$ cat config.mk
export PLATFORM = sky130hd
export DESIGN_NAME = hazard_scoreboard
export DESIGN_NICKNAME = d
export VERILOG_FILES = /design/src/rtl/hazard_scoreboard.sv
export SDC_FILE = /design/constraint.sdc
export NUM_CORES = 1
export LEC_CHECK = 0
export CAP_MARGIN = 15
export CORE_ASPECT_RATIO = 1.1
export CORE_MARGIN = 2
export CORE_UTILIZATION = 44
export CTS_CLUSTER_DIAMETER = 60
export DETAILED_ROUTE_END_ITERATION = 16
export GPL_TIMING_DRIVEN = 0
export PLACE_DENSITY = 0.78
export SLEW_MARGIN = 20
export SYNTH_ARGS = -nofsm -noshare
export SYNTH_HDL_FRONTEND = slang
export SYNTH_SLANG_ARGS = --single-unit
$ cat constraint.sdc
create_clock -name clk -period 1.5 [get_ports clk]
set_clock_uncertainty 0.2 [all_clocks]
set_input_delay 0.15 -clock clk [delete_from_list [all_inputs] [get_ports clk]]
set_output_delay 0.15 -clock clk [all_outputs]
set_load 0.005 [all_outputs]
$ cat src/rtl/hazard_scoreboard.sv
// Hazard scoreboard: shadows E/M/W to derive Execute forwarding selects and load-use stall/flush.
// Optional perf counters stall_cnt/flush_cnt are enabled by defining HAZARD_PERF_CNT_EN.
module hazard_scoreboard #(
    parameter int unsigned NUM_RD  = 2,
    parameter int unsigned AW      = 4,
    parameter int unsigned PC_ADDR = 15
) (
    input  logic                 clk,
    input  logic                 reset,
    input  logic                 d_valid,
    input  logic [NUM_RD*AW-1:0] d_ra,
    input  logic [AW-1:0]        d_wa,
    input  logic                 d_regwrite,
    input  logic                 d_memtoreg,
    input  logic                 e_branch_taken,
    output logic [NUM_RD*2-1:0]  fwd_sel_e,
    output logic                 stall_f,
    output logic                 stall_d,
    output logic                 flush_d,
    output logic                 flush_e
`ifdef HAZARD_PERF_CNT_EN
    ,
    output logic [31:0]          stall_cnt,
    output logic [31:0]          flush_cnt
`endif
);

    localparam logic [AW-1:0] PcReg = AW'(PC_ADDR);

    typedef struct packed {
        logic          v;
        logic [AW-1:0] wa;
        logic          rw;
        logic          mtr;
    } stage_t;

    stage_t               e_q, m_q, w_q;
    logic [NUM_RD*AW-1:0] e_ra_q;
    logic                 reset_q;

    logic quiet;
    logic e_src, m_src, w_src;
    logic raw_hit, ldstall;

    // Outputs are held idle while reset is applied and for the cycle right after it.
    assign quiet = reset | reset_q;

    assign e_src = e_q.v & e_q.rw & (e_q.wa != PcReg);
    assign m_src = m_q.v & m_q.rw & (m_q.wa != PcReg);
    assign w_src = w_q.v & w_q.rw & (w_q.wa != PcReg);

    always_comb begin
        fwd_sel_e = '0;
        for (int i = 0; i < NUM_RD; i++) begin
            if (!quiet && e_q.v && (e_ra_q[i*AW +: AW] != PcReg)) begin
                if (m_src && (e_ra_q[i*AW +: AW] == m_q.wa)) begin
                    fwd_sel_e[i*2 +: 2] = 2'b10;
                end else if (w_src && (e_ra_q[i*AW +: AW] == w_q.wa)) begin
                    fwd_sel_e[i*2 +: 2] = 2'b01;
                end
            end
        end
    end

    always_comb begin
        raw_hit = 1'b0;
        for (int i = 0; i < NUM_RD; i++) begin
            if ((d_ra[i*AW +: AW] == e_q.wa) && (d_ra[i*AW +: AW] != PcReg)) begin
                raw_hit = 1'b1;
            end
        end
    end

    assign ldstall = d_valid & e_src & e_q.mtr & raw_hit;

    always_comb begin
        stall_f = ldstall & ~e_branch_taken & ~quiet;
        stall_d = ldstall & ~e_branch_taken & ~quiet;
        flush_d = e_branch_taken & ~quiet;
        flush_e = (ldstall | e_branch_taken) & ~quiet;
    end

    always_ff @(posedge clk) begin
        if (reset) begin
            e_q     <= '0;
            m_q     <= '0;
            w_q     <= '0;
            e_ra_q  <= '0;
            reset_q <= 1'b1;
        end else begin
            reset_q <= 1'b0;
            w_q     <= m_q;
            m_q     <= e_q;
            e_q     <= '{v: d_valid & ~flush_e, wa: d_wa, rw: d_regwrite, mtr: d_memtoreg};
            e_ra_q  <= d_ra;
        end
    end

`ifdef HAZARD_PERF_CNT_EN
    always_ff @(posedge clk) begin
        if (reset) begin
            stall_cnt <= '0;
            flush_cnt <= '0;
        end else begin
            if (stall_d && (stall_cnt != 32'hFFFF_FFFF)) stall_cnt <= stall_cnt + 32'd1;
            if (flush_e && (flush_cnt != 32'hFFFF_FFFF)) flush_cnt <= flush_cnt + 32'd1;
        end
    end
`endif

endmodule

==> results of run 1 <==
[state kept, by name, summed over array words and instances, names as in the netlist]
register / count
m_q: 6
w_q: 6
reset_q: 1
e_ra_q: 8
e_q: 7
[how the worst min path moves through the flow]
| stage | start | endpoint | slack (ps) |
|---|---|---|---|
| after floorplan | reset | reset_q$_DFF_P_ | -20 |
| after CTS | reset | reset_q$_DFF_P_ | 40 |
| after detailed placement | e_q[6]$_SDFF_PP0_ | m_q[6]$_SDFF_PP0_ | 260 |
| after global placement | m_q[6]$_SDFF_PP0_ | w_q[6]$_SDFF_PP0_ | 250 |
| final | reset | reset_q$_DFF_P_ | 80 |
| after global routing | reset | reset_q$_DFF_P_ | 60 |
[synthesized netlist by cell type]
cell type / instances / area [um2]
a211o_1: 1 / 8.76
a21oi_1: 1 / 5.00
a2bb2oi_1: 1 / 8.76
a41o_1: 2 / 20.0
and2_1: 1 / 6.26
and2b_1: 6 / 45.0
and3_4: 1 / 11.3
buf_4: 1 / 7.51
clkbuf_1: 2 / 7.51
dfxtp_1: 28 / 561
inv_1: 2 / 7.51
nand2_1: 3 / 11.3
nand3_1: 5 / 25.0
nand4_1: 6 / 37.5
nor2_1: 3 / 11.3
nor2_2: 1 / 6.26
nor2b_1: 20 / 125
nor3_1: 4 / 20.0
nor4_1: 2 / 12.5
o2111a_1: 1 / 11.3
o21ai_0: 2 / 10.0
or2_2: 1 / 6.26
xnor2_1: 19 / 166
xor2_1: 3 / 26.3
[cells in the final DEF (no fill, tap or decap), types with 2 or more instances in the layout]
master / count
buf_6: 3
nor2_1: 3
a41o_1: 2
inv_1: 2
nand2_2: 2
and2b_1: 6
nand4_1: 6
o21ai_1: 2
xor2_1: 3
buf_4: 8
buf_2: 7
nor3_2: 3
dfxtp_1: 11
xnor2_2: 3
clkbuf_1: 2
xnor2_1: 16
nor2b_1: 20
dfxtp_2: 13
dfxtp_4: 4
clkdlybuf4s50_1: 16
nand3_1: 4
clkbuf_4: 3
[what timing repair did]
item	CTS	global route
endpoints found under the hold margin	0	0
setup endpoints to repair	9	9
resized for setup	53	17
pin swaps	6	5
buffers inserted	10	1
[power by group through the flow]
stage	Sequential, mW	Clock [mW]	Combinational (mW)
2_1_floorplan	0.820	0	0.0960
3_3_place_gp	0.827	0	0.161
3_5_place_dp	0.829	0	0.168
4_1_cts	0.816	0.358	0.185
5_1_grt	0.820	0.394	0.211
6_report	0.815	0.345	0.193
[cell families after synthesis]
family | count (synthesis) | synth area share (%)
AOI/OAI and AO/OA | 8 | 5.51
xor gates and xnor gates | 22 | 16.6
DFF | 28 | 48.4
and+or+nand+nor | 53 | 27.5
buffers and inverters | 5 | 1.95
[routing by layer]
metal | track usage [%] | share of wire (%) | routed length [um] | vias to the layer above
met3 | 2.32 | 3.5 | 84 | 2
met2 | 34.3 | 56 | 1370 | 24
li1 | - | - | - | 466
met1 | 18.8 | 40 | 969 | 428
met4 | 5.86 | 0.49 | 12 | 0
met5 | 0 | 0 | 0 | -
[through the flow]
step                      instances  TNS (ps)  util, %  hold WS (ps)  setup WS [ps]
after global routing            185     -3210     64.9          55.3           -556
final                           185     -2400     64.9          77.5           -405
after detailed placement        172    -10160     58.1           263          -1040
after CTS                       184     -2450     62.6          42.6           -446
after global placement          172     -9560     58.1           253           -995
after floorplan                 116         0        -         -22.3           13.7
[area by class of cell]
cell class              count  area share [%]
clock buffers               4            2.24
plain buffers               3           0.927
flip-flops and latches     28            36.6
well taps                  31            2.40
multi-input cells          83            39.5
repair buffers             34            17.9
inverters                   2           0.464
[worst max-delay path: stages (launching register included)]
cell and delay (ps):
dfxtp_2 360, and3_4 180, a211o_1 280, nor3_2 200, buf_4 140, buf_6 80
==> flow_summary.ini, run 1 <==
[placed_design]
postPlaceCellArea_mm2 = 0.00145
detailedPlacementHpwl_mm = 1.77
port_buffers = 25
gp_congestion = 0.807

[run_status]
run_status = finished, violations left
violations = setup timing

[worst_setup_path]
r2r_cells = 9
origin_of_the_critical_flop_to_flop_path = reset_q$_DFF_P_
setup.worst_path.start = e_q[4]$_SDFF_PP0_
path_max_fanout = 4
rr_endpoint = e_q[6]$_SDFF_PP0_
setup.worst_path.end_class = output pin
worstSetupPathType = flip-flop to output pin
worst_endpoint_data_arrival_time_ps = 1560
launching_element_type_of_the_critical_path = flip-flop
critPathCapture = stall_f
critical_path_required_ps = 1150
flop_to_flop_setup_slack_ps = -110

[pwr]
clockPowerShare_pct = 25.5
share_comb_of_total_power_pct = 14.2
p_total_mw = 1.35
internal_power_mw = 1.05
seq_power_share_pct = 60.2
ir_worst_vdd_uv = 672
total_leakage_power_nw = 0.612
power_density_mw_per_mm2 = 835
switchingPower_mw = 0.306
p_sw_share_pct = 22.6

[clocking]
clk_path_buf_depth = 2
worst_setup_hold_path_clk_slew_ps = 140
cts_inserted_buffers = 3
tritoncts = done
holdBufCountCts = 0
worst_skew_pair.late_latency_ps = 300
clock-root-buffer = clkbuf_4
clock_sinks = 28
clock_tree.htree_level_count = 1

[global_route]
grt_util_all_layers_pct = 17.6
first_global_vias = 968
grt_max_degree = 16
grt.overflow.total = 0
grt_pass1_wl_mm = 4.00
antenna_found_initial = 0

[sta]
grt_setup_unrepaired = true
fin_crit_sh_pct = 127
fmaxAchievable_ghz = 0.525
post-route-worst-setup-slack_ps = -405
final_number_of_hold_violating_endpoints = 0
tightestPinTransition_ps = 449
setup_violations = 9
final_critical_period_ps = 1910
finalMaxSlewViolations = 0
maxSlewHeadroom_pct = 70.1

[die]
rows = 19
top_ports = 26
initial_utilization_pct = 46.4
die_x_um = 52.9
coreArea_mm2 = 0.00250
floorplan.die.height_um = 57.8
area_of_the_die_mm2 = 0.00306

[min_path]
min_path_cells = 1
timing.hold.worst.class = input pin to flip-flop

[synth]
synth_cell_types = 24
postSynthAreaPerCell_um2 = 9.98
synth.net_count = 134
synth_area_mm2 = 0.00116
ys_seq_elements = 28
ys_seq_area_share_pct = 48.4
synth.yosys.warnings = 0
post_syn_instances = 116

[route]
first_pass_iters = 4
dr_wl_cell_um = 13.2
detail_route.wirelength_mm = 2.43
vias_per_cell = 4.97
post-route-drc-count = 0
drt_iter0_drc = 4
postRouteAntennaNets = 0
routed-via-count = 920

[cells_and_area]
final_layout_size_suffix_gt1_share_pct = 34.4
design_area_mm2 = 0.00162
fin_nets = 173
antenna_cells = 0
multi_input_comb_area_um2 = 639
number_of_fill_cells = 207
area_growth_syn_to_layout_pct = 39.9
seqCellArea_um2 = 592

[run]
max_cap_violations = 0
Note: power is estimated with default switching activity, not from simulation.
==> run 2, diff against run 1 <==
--- a/config.mk
+++ b/config.mk
@@ -5,14 +5,16 @@
 export SDC_FILE = /design/constraint.sdc
 export NUM_CORES = 1
 export LEC_CHECK = 0
+export ABC_AREA = 1
 export CAP_MARGIN = 15
 export CORE_ASPECT_RATIO = 1.1
 export CORE_MARGIN = 2
-export CORE_UTILIZATION = 44
+export CORE_UTILIZATION = 45
 export CTS_CLUSTER_DIAMETER = 60
 export DETAILED_ROUTE_END_ITERATION = 16
 export GPL_TIMING_DRIVEN = 0
 export PLACE_DENSITY = 0.78
+export SETUP_SLACK_MARGIN = 0.02
 export SLEW_MARGIN = 20
 export SYNTH_ARGS = -nofsm -noshare
 export SYNTH_HDL_FRONTEND = slang
==> run 2 against run 1 <==
  * Routed wire length increased by 0.21%
  * Critical endpoint unchanged
  * The flow still finishes with violations (setup timing)
  * Largest power group unchanged
  * Synthesized cell count increased by 49%
  * Count of clock-buffer cells in the layout decreased by 1
==> flow_summary.ini, run 2 <==
[clocking]
tritoncts = done
clock_sinks = 28
clock-root-buffer = clkbuf_4
cts_inserted_buffers = 3
worst_skew_pair.late_latency_ps = 330
worst_setup_hold_path_clk_slew_ps = 150
clk_path_buf_depth = 2
clock_tree.htree_level_count = 1
holdBufCountCts = 0

[sta]
fin_crit_sh_pct = 122
setup_violations = 7
hold-worst-slack_ps = 81.0
final_number_of_hold_violating_endpoints = 0
maxSlewHeadroom_pct = 85.9
final_critical_period_ps = 1840
post-route-worst-setup-slack_ps = -337
totalNegativeSetupSlack_ps = -2000
fmaxAchievable_ghz = 0.544
tightestPinTransition_ps = 210
finalMaxSlewViolations = 0
grt_setup_unrepaired = true

[worst_setup_path]
timing.critical_path.slowest_cell_delay_ps = 390
launching_element_type_of_the_critical_path = flip-flop
worstSetupPathType = flip-flop to output pin
max_stage_delay_cell_worst_path = dfxtp_1
origin_of_the_critical_flop_to_flop_path = e_q[2]$_SDFF_PP0_
worst_endpoint_data_arrival_time_ps = 1490
path_max_fanout = 5
worst_path_most_repeated_cell = nand2_1
setup.worst_path.end_class = output pin
worstPathBufferInverterCount = 2
critical_path_required_ps = 1150
setup.worst_path.start = e_q[2]$_SDFF_PP0_
crit_chain = nand2_1 > nand2_1 > nor2_1 > nand3_1 > nand2_1 > nand2_2 > nor2_2 > buf_4 > buf_6
critical-path-top-delay-family = simple AND/OR/NAND/NOR gates

[die]
rows = 20
floorplan.die.height_um = 59.8
area_of_the_die_mm2 = 0.00327
initial_utilization_pct = 46.7
top_ports = 26
die_x_um = 54.7
coreArea_mm2 = 0.00273

[global_route]
grt_pass1_wl_mm = 4.08
gr_busiest_metal = met2
groute.layer.met1.usage_pct = 20.3
grt.overflow.total = 0
grt_max_degree = 17
grt_util_all_layers_pct = 17.2
global_route.usage.met3_pct = 1.50
first_global_vias = 1018
grtUsageMet2_pct = 30.8
antenna_found_initial = 0

[route]
first_pass_iters = 4
detail_route.wirelength_mm = 2.44
dr_wl_cell_um = 9.99
vias_per_cell = 4.53
routed-via-count = 1105
drt_iter0_drc = 10
postRouteAntennaNets = 0
post-route-drc-count = 0

[placed_design]
port_buffers = 25
postPlaceCellArea_mm2 = 0.00156
detailedPlacementHpwl_mm = 1.81
dpl_worst_slack_ps = -760
post-place-cells = 231
gp_congestion = 0.869

[synth]
ys_seq_elements = 28
synth.yosys.warnings = 0
ys_seq_area_share_pct = 44.1
synth-edff-count = 0
synth.net_count = 191
cell_with_the_most_instances_after_synthesis = nor2_1
post_syn_instances = 173
yosys-top-cells-area = dfxtp_1 44%, nor2_1 13%, nand2_1 8.8%
synth_cell_types = 19
synthDominantCellAreaShare_pct = 44.1
synth.top_cells.by_count = 44 x nor2_1, 30 x nand2_1, 28 x dfxtp_1
synth_largest_area_cell = dfxtp_1
dominantRegCellSynth = dfxtp_1
async_flop_share_pct = 0
postSynthAreaPerCell_um2 = 7.36
synth_area_mm2 = 0.00127

[cells_and_area]
layout_commonest_cell = nor2_1
largest_register_ffs = 8
fin_nets = 230
mostFrequentLayoutCells = 43 x nor2_1, 29 x nand2_1, 24 x inv_1
antenna_cells = 0
layout_top_registers = e_ra_q (8), e_q (7)
area_growth_syn_to_layout_pct = 35.6
finalCoreUtilization_pct = 63.3
design_area_mm2 = 0.00173
largest-register = e_ra_q
stdcell_count = 244
final_layout_size_suffix_gt1_share_pct = 24.2

[pwr]
total_leakage_power_nw = 0.852
switchingPower_mw = 0.343
share_comb_of_total_power_pct = 13.4
clockPowerShare_pct = 32.5
p_total_mw = 1.50
p_sw_share_pct = 22.8
power_density_mw_per_mm2 = 870
ir_worst_vdd_uv = 540
seq_power_share_pct = 54.1
internal_power_mw = 1.16

[min_path]
hold_path.startpoint = reset
timing.hold.worst.class = input pin to flip-flop

[run_status]
run_status = finished, violations left
violations = setup timing

[run]
max_cap_violations = 0
-- run 2: power by group through the flow --
| stage | Clock, mW | Combinational (mW) | Sequential [mW] |
|---|---|---|---|
| after floorplan | 0 | 0.109 | 0.821 |
| after global routing | 0.532 | 0.228 | 0.816 |
| final | 0.487 | 0.202 | 0.812 |
| after CTS | 0.488 | 0.195 | 0.813 |
| after global placement | 0 | 0.175 | 0.827 |
| after detailed placement | 0 | 0.179 | 0.828 |
-- run 2: cell families after synthesis --
| family | count (synthesis) | share of synthesized area [%] |
|---|---|---|
| flip-flops | 28 | 44.1 |
| buffers and inverters | 33 | 10.8 |
| AND/OR/NAND/NOR | 96 | 34.1 |
| XOR/XNOR | 16 | 11.0 |
-- run 2: area by class of cell --
class                   instances  area, um2
plain buffers                   4       28.8
repair buffers                 34        310
clock buffers                   3       22.5
multi-input cells             112        599
inverters                      29        111
clock inverters                 1       30.0
fillers                       234       1000
flip-flops and latches         28        582
well taps                      33       41.3
-- run 2: worst register-to-register path: stages (launching register included) --
cell and delay, ps:
dfxtp_1 390, nand2_1 80, nand2_1 50, nor2_1 100
nand3_1 100, nand2_1 80, nand2_2 70, nand2_2 70
nor2_2 30
-- run 2: metal layers --
metal / up-vias / share of wire (%)
met3: 4 / 3.0
met4: 0 / 1.3
met1: 486 / 43
met2: 26 / 53
met5: - / 0
li1: 589 / -
-- run 2: what timing repair did --
action | CTS | global route
resized for setup | 42 | 11
pin swaps | 16 | 13
cloned | 0 | 0
buffers inserted | 8 | 1
endpoints found under the setup margin | 8 | 8
-- run 2: path summary, 6_finish.rpt --
| kind | endpoint | slack, ps | cells past startpoint |
|---|---|---|---|
| setup / recovery | stall_f | -340 | 9 |
| hold / removal | reset_q$_DFF_P_ | 80 | 1 |
| setup reg to reg | e_q[6]$_SDFF_PP0_ | 250 | 8 |
| hold reg to reg | w_q[6]$_SDFF_PP0_ | 230 | 2 |
==> run 3, diff against run 2 <==
--- a/config.mk
+++ b/config.mk
@@ -9,11 +9,11 @@
 export CAP_MARGIN = 15
 export CORE_ASPECT_RATIO = 1.1
 export CORE_MARGIN = 2
-export CORE_UTILIZATION = 45
+export CORE_UTILIZATION = 50
 export CTS_CLUSTER_DIAMETER = 60
 export DETAILED_ROUTE_END_ITERATION = 16
 export GPL_TIMING_DRIVEN = 0
-export PLACE_DENSITY = 0.78
+export PLACE_DENSITY = 0.82
 export SETUP_SLACK_MARGIN = 0.02
 export SLEW_MARGIN = 20
 export SYNTH_ARGS = -nofsm -noshare
==> constraint.sdc (replaced) <==
create_clock -name clk -period 1.75 [get_ports clk]
set_clock_uncertainty 0.2 [all_clocks]
set_input_delay 0.175 -clock clk [delete_from_list [all_inputs] [get_ports clk]]
set_output_delay 0.175 -clock clk [all_outputs]
set_load 0.005 [all_outputs]
==> run 3 against run 2 <==
  * The run still ends with setup timing left
  * Worst hold slack worse by 14 ps
  * Die area is 9.3% lower
  * Clock power fell by 50%
  * Critical path depth is 2 lower
  * Highest routed layer unchanged
==> flow_summary.ini, run 3 (same netlist as run 2, synthesis figures left out) <==
[run_status]
run_status = finished, violations left
violations = setup timing

[worst_setup_path]
worst_endpoint_data_arrival_time_ps = 1600
flop_to_flop_setup_slack_ps = 270
rr_endpoint = e_q[6]$_SDFF_PP0_
worstPathBufferInverterCount = 3
timing.critical_path.slowest_cell_delay_ps = 390
setup.worst_path.end_class = output pin
launching_element_type_of_the_critical_path = flip-flop
r2r_cells = 11
critical_path_required_ps = 1370
setup.worst_path.start = m_q[2]$_SDFF_PP0_
path_max_fanout = 4
origin_of_the_critical_flop_to_flop_path = e_q[5]$_SDFF_PP0_
worstSetupPathType = flip-flop to output pin
critical-path-top-delay-family = buffers and inverters
max_stage_delay_cell_worst_path = dfxtp_4
crit_chain = buf_6 > xor2_1 > nor2_1 > nand2_2 > buf_4 > nor4_4 > buf_2

[route]
drt_iter0_drc = 24
post-route-drc-count = 0
detail_route.wirelength_mm = 3.03
postRouteAntennaNets = 0
routed-via-count = 1192
vias_per_cell = 4.87
dr_wl_cell_um = 12.4
first_pass_iters = 4

[die]
initial_utilization_pct = 52.0
die_x_um = 52.1
coreArea_mm2 = 0.00245
top_ports = 26
floorplan.die.height_um = 56.9
area_of_the_die_mm2 = 0.00297
rows = 19

[global_route]
grt.overflow.total = 0
grt_max_degree = 15
grtUsageMet2_pct = 42.5
gr_busiest_metal = met2
first_global_vias = 1237
groute.layer.met1.usage_pct = 24.4
global_route.usage.met3_pct = 3.19
grt_pass1_wl_mm = 5.10
antenna_found_initial = 0
grt_util_all_layers_pct = 22.5

[placed_design]
detailedPlacementHpwl_mm = 2.10
port_buffers = 25
gp_congestion = 0.846
dpl_worst_slack_ps = -606
post-place-cells = 229

[cells_and_area]
fin_nets = 234
layout_top_registers = e_ra_q (8), e_q (7)
layout_commonest_cell = nor2_1
largest_register_ffs = 8
stdcell_count = 245
largest-register = e_ra_q
antenna_cells = 0
mostFrequentLayoutCells = 43 x nor2_1, 27 x nand2_1, 23 x inv_1
final_layout_size_suffix_gt1_share_pct = 26.2
area_growth_syn_to_layout_pct = 35.8

[sta]
final_critical_period_ps = 1980
totalNegativeSetupSlack_ps = -861
final_number_of_hold_violating_endpoints = 0
maxSlewHeadroom_pct = 84.9
fin_crit_sh_pct = 113
finalMaxSlewViolations = 0
grt_setup_unrepaired = true
setup_violations = 7
fmaxAchievable_ghz = 0.506
tightestPinTransition_ps = 227
post-route-worst-setup-slack_ps = -225
hold-worst-slack_ps = 66.9

[clocking]
worst_setup_hold_path_clk_slew_ps = 130
clock_sinks = 28
cts_inserted_buffers = 3
clk_path_buf_depth = 2
worst_skew_pair.late_latency_ps = 300
tritoncts = done
clock-root-buffer = clkbuf_4
clock_tree.htree_level_count = 1

[pwr]
internal_power_mw = 0.844
p_total_mw = 1.13
share_comb_of_total_power_pct = 16.6
ir_worst_vdd_uv = 505
clockPowerShare_pct = 21.5
p_sw_share_pct = 25.0
power_density_mw_per_mm2 = 651
total_leakage_power_nw = 0.870
switchingPower_mw = 0.282
seq_power_share_pct = 61.9

[min_path]
hold_path.startpoint = d_ra[2]
min_path_cells = 3
hold-path-endpoint = e_ra_q[2]$_SDFF_PP0_
timing.hold.worst.class = input pin to flip-flop

[run]
max_cap_violations = 0
## run 3: cell count changes in the layout (fill, tap and decap cells not counted), sizes merged
cell / delta
dlygate4sd3: +1
dlygate4sd2: +3
clkdlybuf4s50: -3
buf: +3
bufinv: -1
## run 3: stage by stage
stage	utilization (%)	area [um2]
2_1_floorplan	-	1270
3_3_place_gp	63.8	1560
3_5_place_dp	63.8	1560
4_1_cts	68.6	1680
5_1_grt	70.6	1730
6_report	70.6	1730
## run 3: worst max path at each step
stage / end / cells after the start
after floorplan: stall_f / 9
after global placement: stall_f / 9
after detailed placement: stall_f / 9
after CTS: stall_f / 10
after global routing: fwd_sel_e[1] / 7
final: fwd_sel_e[1] / 7
## run 3: power groups by stage
stage	sequential, mW	clock (mW)	combinational (mW)
2_1_floorplan	0.703	0	0.0933
3_3_place_gp	0.709	0	0.148
3_5_place_dp	0.711	0	0.157
4_1_cts	0.697	0.247	0.171
5_1_grt	0.700	0.281	0.208
6_report	0.696	0.242	0.187
## run 3: timing repair
action | in CTS | in global routing
pin swaps | 12 | 4
endpoints found under the setup margin | 8 | 8
hold endpoints to repair | 1 | 0
setup buffers | 11 | 2
hold buffers | 1 | 0
resized for setup | 52 | 10
## run 3: layer usage
metal	vias to the layer above	share of wire (%)	routed length (um)
met1	541	38	1160
met2	41	54	1650
li1	598	-	-
met5	-	0	0
met3	12	3.5	105
met4	0	3.8	114
## run 3: tightest hold or removal path: stages
cell,delay [ps]
dlygate4sd2_1,250
inv_1,70
nor2_1,40
## run 3: area by class of cell
type	count	area [um2]
Tap cell	31	38.8
Buffer	4	28.8
Timing Repair Buffer	38	332
Clock buffer	3	22.5
Multi-Input combinational cell	112	614
Fill cell	194	721
Inverter	29	109
Sequential cell	28	583
